--- src/rtl/mockingboard_audio_resampler.sv ---
// Mockingboard PSG mix to 16-bit stereo PCM: oversampled one-pole low-pass,
// DC tracker, saturating output stage and a 4-entry first-word fall-through FIFO.
module mockingboard_audio_resampler #(
  parameter int CLK_HZ      = 54_000_000,
  parameter int SAMPLE_RATE = 48_000,
  parameter int OVS_DIV     = 64,
  parameter int LP_SHIFT    = 4,
  parameter int DC_SHIFT    = 10
) (
  input  logic        clk_logic,
  input  logic        reset,
  input  logic [9:0]  audio_l_i,
  input  logic [9:0]  audio_r_i,
  input  logic        mute_i,
  output logic [15:0] sample_l_o,
  output logic [15:0] sample_r_o,
  output logic        sample_valid_o,
  input  logic        sample_ready_i,
  output logic        sample_tick_o,
  output logic        overflow_o
);

  localparam int CNT_W = (OVS_DIV > 1) ? $clog2(OVS_DIV) : 1;
  localparam logic [CNT_W-1:0] CNT_MAX = CNT_W'(OVS_DIV - 1);
  localparam logic [CNT_W-1:0] CNT_ONE = {{(CNT_W-1){1'b0}}, 1'b1};
  localparam logic [32:0] CLK_HZ_W = 33'(CLK_HZ);
  localparam logic [32:0] SR_W     = 33'(SAMPLE_RATE);

  // Unsigned mix code to signed 16-bit, centred on code 384.
  function automatic logic signed [15:0] scale16(input logic [9:0] a, input logic mute);
    logic [9:0]         x;
    logic signed [15:0] t;
    x = mute ? 10'd384 : a;
    t = $signed({6'd0, x}) - 16'sd384;
    return t <<< 6;
  endfunction

  function automatic logic signed [23:0] lp_step(input logic signed [23:0] y,
                                                 input logic signed [15:0] xs);
    logic signed [24:0] diff;
    logic signed [24:0] sum;
    diff = $signed({xs[15], xs, 8'd0}) - $signed({y[23], y});
    diff = diff >>> LP_SHIFT;
    sum  = $signed({y[23], y}) + diff;
    return sum[23:0];
  endfunction

  function automatic logic signed [23:0] dc_step(input logic signed [23:0] dc,
                                                 input logic signed [24:0] d);
    logic signed [24:0] sh;
    logic signed [24:0] sum;
    sh  = d >>> DC_SHIFT;
    sum = $signed({dc[23], dc}) + sh;
    return sum[23:0];
  endfunction

  // Drop the 8 fraction bits and clamp to the PCM range.
  function automatic logic signed [15:0] sat16(input logic signed [24:0] d);
    logic signed [16:0] s;
    s = d[24:8];
    if (s > 17'sd32767) begin
      return 16'sh7fff;
    end else if (s < -17'sd32768) begin
      return 16'sh8000;
    end else begin
      return s[15:0];
    end
  endfunction

  logic [CNT_W-1:0]   cnt_q, cnt_d;
  logic [31:0]        acc_q, acc_d;
  logic signed [23:0] y_q [2];
  logic signed [23:0] y_d [2];
  logic signed [23:0] dc_q [2];
  logic signed [23:0] dc_d [2];
  logic signed [24:0] d1_q [2];
  logic signed [24:0] d1_d [2];
  logic signed [15:0] p2_q [2];
  logic signed [15:0] p2_d [2];
  logic               v1_q, v1_d, v2_q, v2_d;
  logic [31:0]        mem_q [4];
  logic [31:0]        mem_d [4];
  logic [1:0]         wr_ptr_q, wr_ptr_d, rd_ptr_q, rd_ptr_d;
  logic [2:0]         count_q, count_d;
  logic [31:0]        head_q, head_d;
  logic               valid_q, valid_d, overflow_q, overflow_d;

  logic               strobe_s, tick_s, pop_s, full_s, push_s;
  logic [32:0]        acc_n_s, acc_w_s;
  logic signed [15:0] xs_s [2];
  logic signed [24:0] dlt_s [2];
  logic [31:0]        push_word_s;

  // Strobe/tick timing and the per-channel filter and output pipeline.
  always_comb begin
    strobe_s = (cnt_q == CNT_MAX);
    cnt_d    = strobe_s ? '0 : cnt_q + CNT_ONE;
    acc_n_s  = {1'b0, acc_q} + SR_W;
    acc_w_s  = acc_n_s - CLK_HZ_W;
    tick_s   = (acc_n_s >= CLK_HZ_W);
    acc_d    = tick_s ? acc_w_s[31:0] : acc_n_s[31:0];
    for (int ch = 0; ch < 2; ch++) begin
      xs_s[ch]  = scale16((ch == 0) ? audio_l_i : audio_r_i, mute_i);
      // The tick reads y before any coincident strobe update.
      dlt_s[ch] = $signed({y_q[ch][23], y_q[ch]}) - $signed({dc_q[ch][23], dc_q[ch]});
      y_d[ch]   = strobe_s ? lp_step(y_q[ch], xs_s[ch]) : y_q[ch];
      dc_d[ch]  = tick_s ? dc_step(dc_q[ch], dlt_s[ch]) : dc_q[ch];
      d1_d[ch]  = tick_s ? dlt_s[ch] : d1_q[ch];
      p2_d[ch]  = v1_q ? sat16(d1_q[ch]) : p2_q[ch];
    end
    v1_d = tick_s;
    v2_d = v1_q;
  end

  // FIFO bookkeeping; the head register holds its last value while empty.
  always_comb begin
    push_word_s = {p2_q[0], p2_q[1]};
    pop_s       = valid_q && sample_ready_i;
    full_s      = (count_q == 3'd4);
    push_s      = v2_q && (!full_s || pop_s);
    overflow_d  = overflow_q || (v2_q && full_s && !pop_s);
    wr_ptr_d    = push_s ? wr_ptr_q + 2'd1 : wr_ptr_q;
    rd_ptr_d    = pop_s ? rd_ptr_q + 2'd1 : rd_ptr_q;
    count_d     = count_q + {2'd0, push_s} - {2'd0, pop_s};
    mem_d       = mem_q;
    mem_d[wr_ptr_q] = push_s ? push_word_s : mem_q[wr_ptr_q];
    valid_d     = (count_d != 3'd0);
    if (count_d == 3'd0) begin
      head_d = head_q;
    end else if (push_s && (wr_ptr_q == rd_ptr_d)) begin
      head_d = push_word_s;
    end else begin
      head_d = mem_q[rd_ptr_d];
    end
  end

  // State register.
  always_ff @(posedge clk_logic) begin
    if (reset) begin
      cnt_q      <= '0;
      acc_q      <= 32'd0;
      v1_q       <= 1'b0;
      v2_q       <= 1'b0;
      wr_ptr_q   <= 2'd0;
      rd_ptr_q   <= 2'd0;
      count_q    <= 3'd0;
      head_q     <= 32'd0;
      valid_q    <= 1'b0;
      overflow_q <= 1'b0;
      for (int ch = 0; ch < 2; ch++) begin
        y_q[ch]  <= 24'sd0;
        dc_q[ch] <= 24'sd0;
        d1_q[ch] <= 25'sd0;
        p2_q[ch] <= 16'sd0;
      end
      for (int i = 0; i < 4; i++) begin
        mem_q[i] <= 32'd0;
      end
    end else begin
      cnt_q      <= cnt_d;
      acc_q      <= acc_d;
      v1_q       <= v1_d;
      v2_q       <= v2_d;
      wr_ptr_q   <= wr_ptr_d;
      rd_ptr_q   <= rd_ptr_d;
      count_q    <= count_d;
      head_q     <= head_d;
      valid_q    <= valid_d;
      overflow_q <= overflow_d;
      y_q        <= y_d;
      dc_q       <= dc_d;
      d1_q       <= d1_d;
      p2_q       <= p2_d;
      mem_q      <= mem_d;
    end
  end

  assign sample_l_o     = head_q[31:16];
  assign sample_r_o     = head_q[15:0];
  assign sample_valid_o = valid_q;
  assign overflow_o     = overflow_q;
  assign sample_tick_o  = tick_s;

endmodule

--- config.mk ---
export PLATFORM = sky130hd
export DESIGN_NAME = mockingboard_audio_resampler
export DESIGN_NICKNAME = d
export VERILOG_FILES = /design/src/rtl/mockingboard_audio_resampler.sv
export SDC_FILE = /design/constraint.sdc
export NUM_CORES = 1
export LEC_CHECK = 0
export BUFFER_PORTS_ARGS = -buffer_cell sky130_fd_sc_hd__buf_2
export CORE_ASPECT_RATIO = 0.7
export CORE_UTILIZATION = 35
export DETAILED_ROUTE_END_ITERATION = 6
export GPL_ROUTABILITY_DRIVEN = 0
export GPL_TIMING_DRIVEN = 0
export PLACE_DENSITY_LB_ADDON = 0.12
export SYNTH_ARGS = -nofsm -noshare
export SYNTH_HDL_FRONTEND = slang
export SYNTH_SLANG_ARGS = --single-unit
--- constraint.sdc ---
create_clock -name clk_logic -period 7.6 [get_ports clk_logic]
set_clock_uncertainty 0.2 [all_clocks]
set_input_delay 0.76 -clock clk_logic [delete_from_list [all_inputs] [get_ports clk_logic]]
set_output_delay 0.76 -clock clk_logic [all_outputs]
set_load 0.01 [all_outputs]
# Yosys cells after proc, flatten, opt, wreduce, memory -nomap -nowiden
# Index checks and enable logic that the tools add are counted.
totals:
  register_bits: 387
  input_bits: 24
  output_inout_bits: 35
  word_cells: 84
op_classes:
  add_sub_neg: 17
  magnitude_cmp: 8
  n_eq_ne: 3
  mux: 19
  bitwise_logic: 2
  n_reduce_logical: 13
ops:
  columns: ["operator", "n"]
  rows:
  - ["$mux W32", 8]
  - ["$bmux W32 S2", 2]
  - ["$bwmux W128", 1]
  - ["$sub A24 B24 Y25", 4]
  - ["$demux W32 S2", 1]
  - ["$mux W16", 4]
  - ["$add A24 B15 Y24", 2]
  - ["$add A24 B21 Y24", 2]
  - ["$gt A17 B16 Y1 const B", 2]
  - ["$lt A17 B16 Y1 const B", 2]
  - ["$add A32 B16 Y33 const B", 1]
  - ["$ge A33 B26 Y1 const B", 1]
  - ["$sub A32 B26 Y32 const B", 1]
  - ["$mux W10", 2]
  - ["$sub A10 B9 Y10 const B", 2]
  - ["$add A6 B1 Y6 const B", 1]
  - ["$eq A6 B6 Y1 const B", 1]
  - ["$ge A3 B3 Y1 const B", 2]
  - ["$logic_and A1 B1 Y1", 6]
  - ["$not A2 Y3", 2]
  - ["$add A2 B1 Y2 const B", 2]
  - ["$add A3 B1 Y3", 1]
  - ["$eq A3 B3 Y1 const B", 1]
  - ["$logic_not A3 Y1", 1]
  - ["8 further kinds", 10]

# Depth between registers and ports, before layout
# Gate-level depths: netlist of run 1.
logic_depth:
  word_depth: 7
  ltp_mapped: 22
  mapped_depth_nobuf: 22

# Least setup slack after synthesis of run 1
# No wires, ideal clock.
synth_timing:
  path_kind: "reg2reg"
  startpoint: "register dc_q[34] in the netlist's numbering"
  endpoint: "register dc_q[46] in the netlist's numbering"
  setup_time_ps: 103
  arrival_time_ps: 4613
  required_ps: 7297
  path_slack_ps: 2684
  stages_incl_launch_ff: 21
  path_buffers: 0
  period_less_slack_ps: 4916
  cell_sequence: "dfxtp_1 inv_1 ha_1 a21oi_1 nand2_1 a31oi_1 nand2_1 a211oi_1 nor3_1 o32ai_1 ha_1 a21o_1 a21o_1 a21oi_1 nor2_1 o21a_1 a311oi_1 o21bai_1 a21oi_1 nor2_1 a2111oi_2"
synth_lines:
  columns: ["element", "line", "text"]
  rows:
  - ["start: declaration", "74", "logic signed [23:0] dc_q [2];"]
  - ["start signal: indexed assignment", "152", "dc_q[ch] <= 24'sd0;"]
  - ["start signal: assignment", "171", "dc_q <= dc_d;"]

==> results of run 1 <==
final cells by class:
cell class | instances | area, µm²
fill | 6790 | 40220
multi-input combinational | 2157 | 15060
sequential | 364 | 7287
clock buffer | 55 | 1137
tap | 891 | 1115
buffer | 160 | 681.9
inverter | 126 | 473.0
timing repair buffer | 56 | 280.3
clock inverter | 13 | 172.7
cell usage in the layout (no fill, tap or decap), types with 9 or more instances in the layout:
cell and count:
nor3_1 55, dfxtp_1 364, buf_1 21, a21oi_1 222
o31ai_1 10, o21ai_0 98, ha_1 168, mux4_2 64
mux2i_1 69, buf_2 78, nor4_1 15, o211ai_1 11
a31oi_1 11, a21o_1 41, nand4_1 18, inv_1 125
or3_1 22, o21a_1 22, nand2_1 292, clkbuf_1 115
a311oi_1 33, nor2b_1 39, and3_1 19, clkbuf_16 40
nor2_1 354, o21bai_1 12, a211oi_1 190, xnor2_1 125
or2_2 9, xor2_1 49, nand2b_1 27, and2_1 10
nand3_1 48
path summary, 6_finish.rpt:
check                                              to  slack (ns)
worst min-delay path              cnt_q[0]$_SDFF_PP0_        0.26
worst max-delay path            dc_q[47]$_SDFFE_PP0N_        1.65
worst max register to register  dc_q[47]$_SDFFE_PP0N_        1.65
worst min register to register    cnt_q[0]$_SDFF_PP0_        0.26
layer usage:
layer  vias to the layer above  wire length (µm)  track usage, %
met5                         -                 0               0
met4                         0              1257           4.690
met3                        83              5002           3.160
met2                       575             30900           32.09
met1                     10300             39960           34.54
li1                      10330                 -               -
metrics by stage:
stage / cells / worst slack, ns / power [mW] / utilization (%) / instance area, µm²
2_1_floorplan: 2807 / 2.684 / 7.190 / - / 23490
3_3_place_gp: 3754 / 1.593 / 8.743 / 37.46 / 24880
3_5_place_dp: 3754 / 1.644 / 8.841 / 37.48 / 24890
4_1_cts: 3822 / 1.785 / 10.90 / 39.45 / 26200
5_1_grt: 3822 / 1.346 / 11.72 / 39.45 / 26200
6_report: 3822 / 1.651 / 10.91 / 39.45 / 26200
logic make-up after synthesis:
kind of cell,Yosys count,share of synthesized area [%]
and+or+nand+nor,947,18.40
AOI/OAI and AO/OA,725,20.47
DFF,364,31.02
buffers and inverters,286,4.911
xor gates and xnor gates,176,6.627
adders and majority gates,172,9.290
muxes,137,9.285
power groups by stage:
stage / sequential [mW] / clock, mW / combinational (mW)
2_1_floorplan: 2.75 / 0 / 4.44
3_3_place_gp: 2.91 / 0 / 5.83
3_5_place_dp: 2.93 / 0 / 5.91
4_1_cts: 2.89 / 2.06 / 5.95
5_1_grt: 2.95 / 2.14 / 6.63
6_report: 2.91 / 2.02 / 5.99
synthesized netlist by cell type (18+ instances only):
| master | count |
|---|---|
| dfxtp_1 | 364 |
| nor2_1 | 354 |
| nand2_1 | 292 |
| a21oi_1 | 222 |
| a211oi_1 | 190 |
| ha_1 | 168 |
| inv_1 | 125 |
| xnor2_1 | 125 |
| clkbuf_1 | 109 |
| o21ai_0 | 98 |
| mux2i_1 | 69 |
| mux4_2 | 64 |
| nor3_1 | 55 |
| xor2_1 | 49 |
| nand3_1 | 48 |
| a21o_1 | 41 |
| nor2b_1 | 39 |
| a311oi_1 | 33 |
| nand2b_1 | 27 |
| buf_2 | 22 |
| o21a_1 | 22 |
| or3_1 | 22 |
| buf_1 | 21 |
| and3_1 | 19 |
| nand4_1 | 18 |
flip-flops by register name, summed over array words and instances, names as in the netlist, 2 cells and up:
name,cells
d1_q,34
p2_q,32
count_q,3
rd_ptr_q,2
head_q,32
wr_ptr_q,2
acc_q,25
y_q,48
mem_q,128
dc_q,48
cnt_q,6
critical path, cell delays in order (launching register included):
cell,delay [ns]
dfxtp_1,0.36
inv_1,0.11
ha_1,0.28
a211oi_1,0.07
o211a_1,0.27
or4_1,0.61
a211oi_1,0.41
or3_1,0.21
a21oi_1,0.08
xnor2_1,0.43
ha_1,0.31
nand2_1,0.14
a2111oi_0,0.90
o21a_1,0.24
or3_1,0.24
a41oi_1,0.20
a21oi_1,0.23
xnor2_1,0.10
or3_1,0.33
a21oi_1,0.13
==> impl_summary.log, run 1 <==
INFO  metric clkSinkCount = 364
INFO  metric power.sequential.fraction = 26.6%
INFO  metric timing.max_cap.violations = 0
INFO  metric grt_antenna_before_repair = 4
INFO  metric synth.avg_cell_area = 8.368 µm²
INFO  metric grt_pass1_vias = 20140
INFO  metric status = finished clean
INFO  metric mappedNetlistNets = 3003
INFO  metric synth_seq_cells = 364
INFO  metric hold_violations = 0
INFO  metric detail_route.first_pass.iterations = 5
INFO  metric switching_share = 45.57%
INFO  metric synth.yosys.seq_area_share = 31.02%
INFO  metric cts_tree = done
INFO  metric maximum_clock_insertion_buffer_count = 3
INFO  metric port_buffers = 56
INFO  metric antenna_left = 0
INFO  metric worstRegToRegCells = 19
INFO  metric path_clk_slew = 0.07 ns
INFO  metric timing.critical_path.fanout_max = 6
INFO  metric cts_htree_levels = 2
INFO  metric timing.critical_path.required = 7.91 ns
INFO  metric pin_count = 59
INFO  metric floorplan.die.width = 311.6 µm
INFO  metric power.net_switching = 4.972 mW
INFO  metric num_rows = 79
INFO  metric post_synth_num_cell_types = 92
INFO  metric cts_resized = 0
INFO  metric yosys-top-cells-area = dfxtp_1, ha_1, mux4_2
INFO  metric static_leak = 10.43 nW
INFO  metric tns = 0 ns
INFO  metric design.core.area = 66420 µm²
INFO  metric yosysWarningCount = 0
INFO  metric maxSlewViolCount = 0
INFO  metric wl_per_cell = 20.18 µm
INFO  metric area_growth_syn_to_layout = 11.55%
INFO  metric critical_path_arrival = 6.26 ns
INFO  metric worst_skew_pair.late_latency = 0.59 ns
INFO  metric tightest_slew = 1.129 ns
INFO  metric gr-usage-all-layers = 22.29%
INFO  metric startpoint_type = flip-flop
INFO  metric die_height = 218.7 µm
INFO  metric vdd.ir_drop.worst = 0.1551 mV
INFO  metric drive_gt1_share = 8.564%
INFO  metric grt_pass1_wl = 119000 µm
INFO  metric layout_worst_path_cycle_share = 78.28%
INFO  metric internal_power = 5.940 mW
INFO  metric quantity_of_hold_fixing_buffers_added_after_cts = 0
INFO  metric setup_repair_after_global_routing_missed_its_margin = no
INFO  metric syn-instance-count = 2807
INFO  metric cts_buffers = 40
INFO  metric drt_drc_violations_left = 0
INFO  metric setup_repair_bufs_after_cts = 0
INFO  metric num_antenna_cells = 0
INFO  metric synth_ff_type = dfxtp_1
INFO  metric count_of_endpoints_failing_setup_in_the_final_report = 0
INFO  metric cell_taking_the_most_area_after_synthesis = dfxtp_1
INFO  metric max_slew_margin = 22.78%
INFO  metric via_per_inst = 5.570
INFO  metric synth_top_area_share = 31.02%
INFO  metric place.detailed.hpwl = 58860 µm
INFO  metric initial_core_util = 35.36%
INFO  metric wirelength_routed = 77120 µm
INFO  metric holdCritPathClass = flip-flop to flip-flop
INFO  metric floorplan.die_area = 68170 µm²
INFO  metric syn_area = 23490 µm²
INFO  metric finalCriticalPeriod = 5.949 ns
INFO  metric clkPwrFrac = 18.5%
INFO  metric maximum_number_of_pins_on_one_net_before_global_route_repair = 14
INFO  metric hp-start = cnt_q[0]$_SDFF_PP0_
INFO  metric p_per_area = 416.4 nW/µm²
INFO  metric timing.rr.start = dc_q[25]$_SDFFE_PP0N_
INFO  metric crit_path_start = dc_q[25]$_SDFFE_PP0N_
INFO  metric setup.worst_path.end_class = flip-flop
INFO  metric hold_path_depth = 1
INFO  metric worst-setup-path-type = flip-flop to flip-flop
INFO  metric cts_root_buf = clkbuf_16
INFO  metric final_net_count = 3101
INFO  metric detailroute.via_count = 21290
INFO  metric synth_edf_count = 0
INFO  metric power_frac_comb = 54.9%
INFO  metric async_reset_ff_share = 0%
INFO  metric max_clock_freq = 0.1681 GHz
INFO  metric holdWs = 0.2611 ns
INFO  metric drt_first_iter_violations = 1504
INFO  metric globalRoute.totalOverflow = 0
No activity file was read; power rests on OpenSTA's default activity.
==> run 2, diff against run 1 <==
Clock period 7.6 ns to 6.2 ns, I/O delays scaled along.
==> run 2 against run 1 <==
Register-to-register slack lost 1.2 ns; final cell count is the same; critical path type unchanged; critical endpoint is now dc_q[22]$_SDFFE_PP0N_; non-clock buffer count is the same.
==> impl_summary.log, run 2 (synthesized netlist as in run 1, its figures left out) <==
INFO  metric detailroute.via_count = 21260 (was 21290)
INFO  metric hold_violations = 0 (unchanged)
INFO  metric floorplan.die_area = 68170 µm² (unchanged)
INFO  metric globalRoute.totalOverflow = 0 (unchanged)
INFO  metric setup_repair_bufs_after_cts = 0 (unchanged)
INFO  metric detailedPlace.worstSlack = 0.3836 ns (was 1.644 ns)
INFO  metric cp_num_buf_inv = 1 (unchanged)
INFO  metric num_antenna_cells = 0 (unchanged)
INFO  metric critical_path.slowest_cell = o41ai_1 (was a2111oi_0)
INFO  metric final_worst_setup_slack = 0.4066 ns (was 1.651 ns)
INFO  metric p_per_area = 510.5 nW/µm² (was 416.4 nW/µm²)
INFO  metric timing.critical_path.fanout_max = 6 (unchanged)
INFO  metric internal_power = 7.281 mW (was 5.940 mW)
INFO  metric floorplan.die.width = 311.6 µm (unchanged)
INFO  metric finalCriticalPeriod = 5.793 ns (was 5.949 ns)
INFO  metric cts_htree_levels = 2 (unchanged)
INFO  metric path_clk_slew = 0.06 ns (was 0.07 ns)
INFO  metric max_clock_freq = 0.1726 GHz (was 0.1681 GHz)
INFO  metric timing.max_cap.violations = 0 (unchanged)
INFO  metric holdCritPathClass = input port to flip-flop (was flip-flop to flip-flop)
INFO  metric gr-usage-all-layers = 22.29% (unchanged)
INFO  metric via_per_inst = 5.564 (was 5.570)
INFO  metric vdd.ir_drop.worst = 0.1902 mV (was 0.1551 mV)
INFO  metric drt_drc_violations_left = 0 (unchanged)
INFO  metric grt_pass1_vias = 20140 (unchanged)
INFO  metric place.detailed.hpwl = 58860 µm (unchanged)
INFO  metric cts_root_buf = clkbuf_16 (unchanged)
INFO  metric cts_buffers = 40 (unchanged)
INFO  metric count_of_endpoints_failing_setup_in_the_final_report = 0 (unchanged)
INFO  metric wl_met2 = 30870 µm (was 30900 µm)
INFO  metric antenna_left = 0 (unchanged)
INFO  metric dp_cells = 3754 (unchanged)
INFO  metric maxSlewViolCount = 0 (unchanged)
INFO  metric cts_tree = done (unchanged)
INFO  metric power_frac_comb = 54.9% (about the same)
INFO  metric grt_antenna_before_repair = 4 (unchanged)
INFO  metric finish.cell_count_without_fillers = 3822 (unchanged)
INFO  metric route.top_layer_used = met4 (unchanged)
INFO  metric layout.cells.most_common = dfxtp_1 (unchanged)
INFO  metric placed_inst_area = 24890 µm² (unchanged)
INFO  metric startpoint_type = flip-flop (unchanged)
INFO  metric switching_share = 45.57% (about the same)
INFO  metric maximum_number_of_pins_on_one_net_before_global_route_repair = 14 (unchanged)
INFO  metric largest_reg_flops = 128 (unchanged)
INFO  metric die_height = 218.7 µm (unchanged)
INFO  metric grt_pass1_wl = 119000 µm (unchanged)
INFO  metric setup.worst_path.end_class = flip-flop (unchanged)
INFO  metric route.met3.wl = 4967 µm (was 5002 µm)
INFO  metric clkPwrFrac = 18.5% (about the same)
INFO  metric pin_count = 59 (unchanged)
INFO  metric worst-setup-path-type = flip-flop to flip-flop (unchanged)
INFO  metric num_rows = 79 (unchanged)
INFO  metric reg_top3 = mem_q (128), dc_q (48), y_q (48) (unchanged)
INFO  metric finalPower = 13.38 mW (was 10.91 mW)
INFO  metric power.sequential.fraction = 26.6% (about the same)
INFO  metric area_growth_syn_to_layout = 11.56% (was 11.55%)
INFO  metric initial_core_util = 35.36% (unchanged)
INFO  metric tns = 0 ns (unchanged)
INFO  metric status = finished clean (unchanged)
INFO  metric design.core.area = 66420 µm² (unchanged)
INFO  metric slowest_delay = 0.73 ns (was 0.90 ns)
INFO  metric power.net_switching = 6.095 mW (was 4.972 mW)
INFO  metric drive_gt1_share = 8.564% (unchanged)
INFO  metric timing.critical_path.required = 6.50 ns (was 7.91 ns)
INFO  metric setup_repair_after_global_routing_missed_its_margin = no (unchanged)
INFO  metric maximum_clock_insertion_buffer_count = 3 (unchanged)
INFO  metric commonest_cells_after_routing_fill_and_taps_aside = dfxtp_1, nor2_1, nand2_1 (unchanged)
INFO  metric layout_worst_path_cycle_share = 93.44% (was 78.28%)
INFO  metric cp_cell_sequence = inv_1, ha_1, a2111o_1, a21oi_1, and4b_1, o41ai_1, nand2b_1, xor2_1, ha_1, a21o_1, o41ai_1, o21ai_0, o221ai_1, a31oi_1, a311oi_1, xnor2_1, nand2_1, a21oi_1 (was inv_1, ha_1, a211oi_1, o211a_1, or4_1, a211oi_1, or3_1, a21oi_1, xnor2_1, ha_1, nand2_1, a2111oi_0, o21a_1, or3_1, a41oi_1, a21oi_1, xnor2_1, or3_1, a21oi_1)
INFO  metric cp_top_family = compound AO/OA/AOI/OAI gates (unchanged)
INFO  metric wirelength_routed = 77060 µm (was 77120 µm)
INFO  metric max_slew_margin = 25.51% (was 22.78%)
INFO  metric critical_path_arrival = 6.10 ns (was 6.26 ns)
INFO  metric largest-register = mem_q (unchanged)
INFO  metric detail_route.first_pass.iterations = 5 (unchanged)
INFO  metric final_net_count = 3101 (unchanged)
INFO  metric finalInstanceArea = 26200 µm² (about the same)
INFO  metric static_leak = 10.43 nW (unchanged)
INFO  metric worst_skew_pair.late_latency = 0.59 ns (about the same)
INFO  metric wirelength_met1 = 39970 µm (was 39960 µm)
INFO  metric wl_per_cell = 20.16 µm (was 20.18 µm)
INFO  metric tightest_slew = 1.117 ns (was 1.129 ns)
INFO  metric port_buffers = 56 (unchanged)
INFO  metric drt_first_iter_violations = 1514 (was 1504)
INFO  metric clkSinkCount = 364 (unchanged)
==> run 2: cell counts in the layout (fill, tap and decap cells not counted) <==
Identical to the previous run, type by type.
==> run 2: power by group through the flow <==
stage	clock, mW	sequential, mW	combinational, mW
after global routing	2.62	3.62	8.13
after floorplan	0	3.37	5.45
after detailed placement	0	3.59	7.25
after CTS	2.53	3.55	7.29
after global placement	0	3.57	7.15
final	2.48	3.56	7.34
==> run 2: per-layer routing <==
metal	track usage, %	vias up
met5	0	-
met1	34.54	10270
met2	32.09	588
met4	4.690	0
li1	-	10320
met3	3.160	83
==> run 2: tightest hold or removal path: cells and delay by family <==
kind            cells  cell delay [ns]
simple gates        2             0.16
compound gates      1             0.12
buf+inv             1             0.10
==> run 2: metrics by stage <==
step | hold WS (ns) | utilization (%)
finish | 0.2513 | 39.45
global route | 0.2519 | 39.45
CTS | 0.2323 | 39.45
detailed placement | 0.2570 | 37.48
global placement | 0.2493 | 37.46
floorplan | 0.2331 | -
==> run 2: path summary, 6_finish.rpt <==
| check | startpoint | to | cells past startpoint | slack (ns) |
|---|---|---|---|---|
| worst max-delay path | dc_q[1]$_SDFFE_PP0N_ | dc_q[22]$_SDFFE_PP0N_ | 18 | 0.41 |
| worst min-delay path | sample_ready_i | overflow_o$_SDFF_PP0_ | 4 | 0.25 |
| worst min register to register | cnt_q[0]$_SDFF_PP0_ | cnt_q[0]$_SDFF_PP0_ | 1 | 0.26 |
| worst max register to register | dc_q[1]$_SDFFE_PP0N_ | dc_q[22]$_SDFFE_PP0N_ | 18 | 0.41 |
==> run 2: cell type report <==
type                    count  area (µm²)
plain buffers             160       681.9
inverters                 126       473.0
clock buffers              55        1137
clock inverters            13       172.7
multi-input cells        2157       15060
flip-flops and latches    364        7287
well taps                 891        1115
fillers                  6789       40220
repair buffers             56       280.3
==> run 2: what timing repair did <==
item	4_1_cts	5_1_grt
resized for setup	0	1
endpoints found under the setup margin	0	1
hold endpoints to repair	0	0
hold buffers	0	0
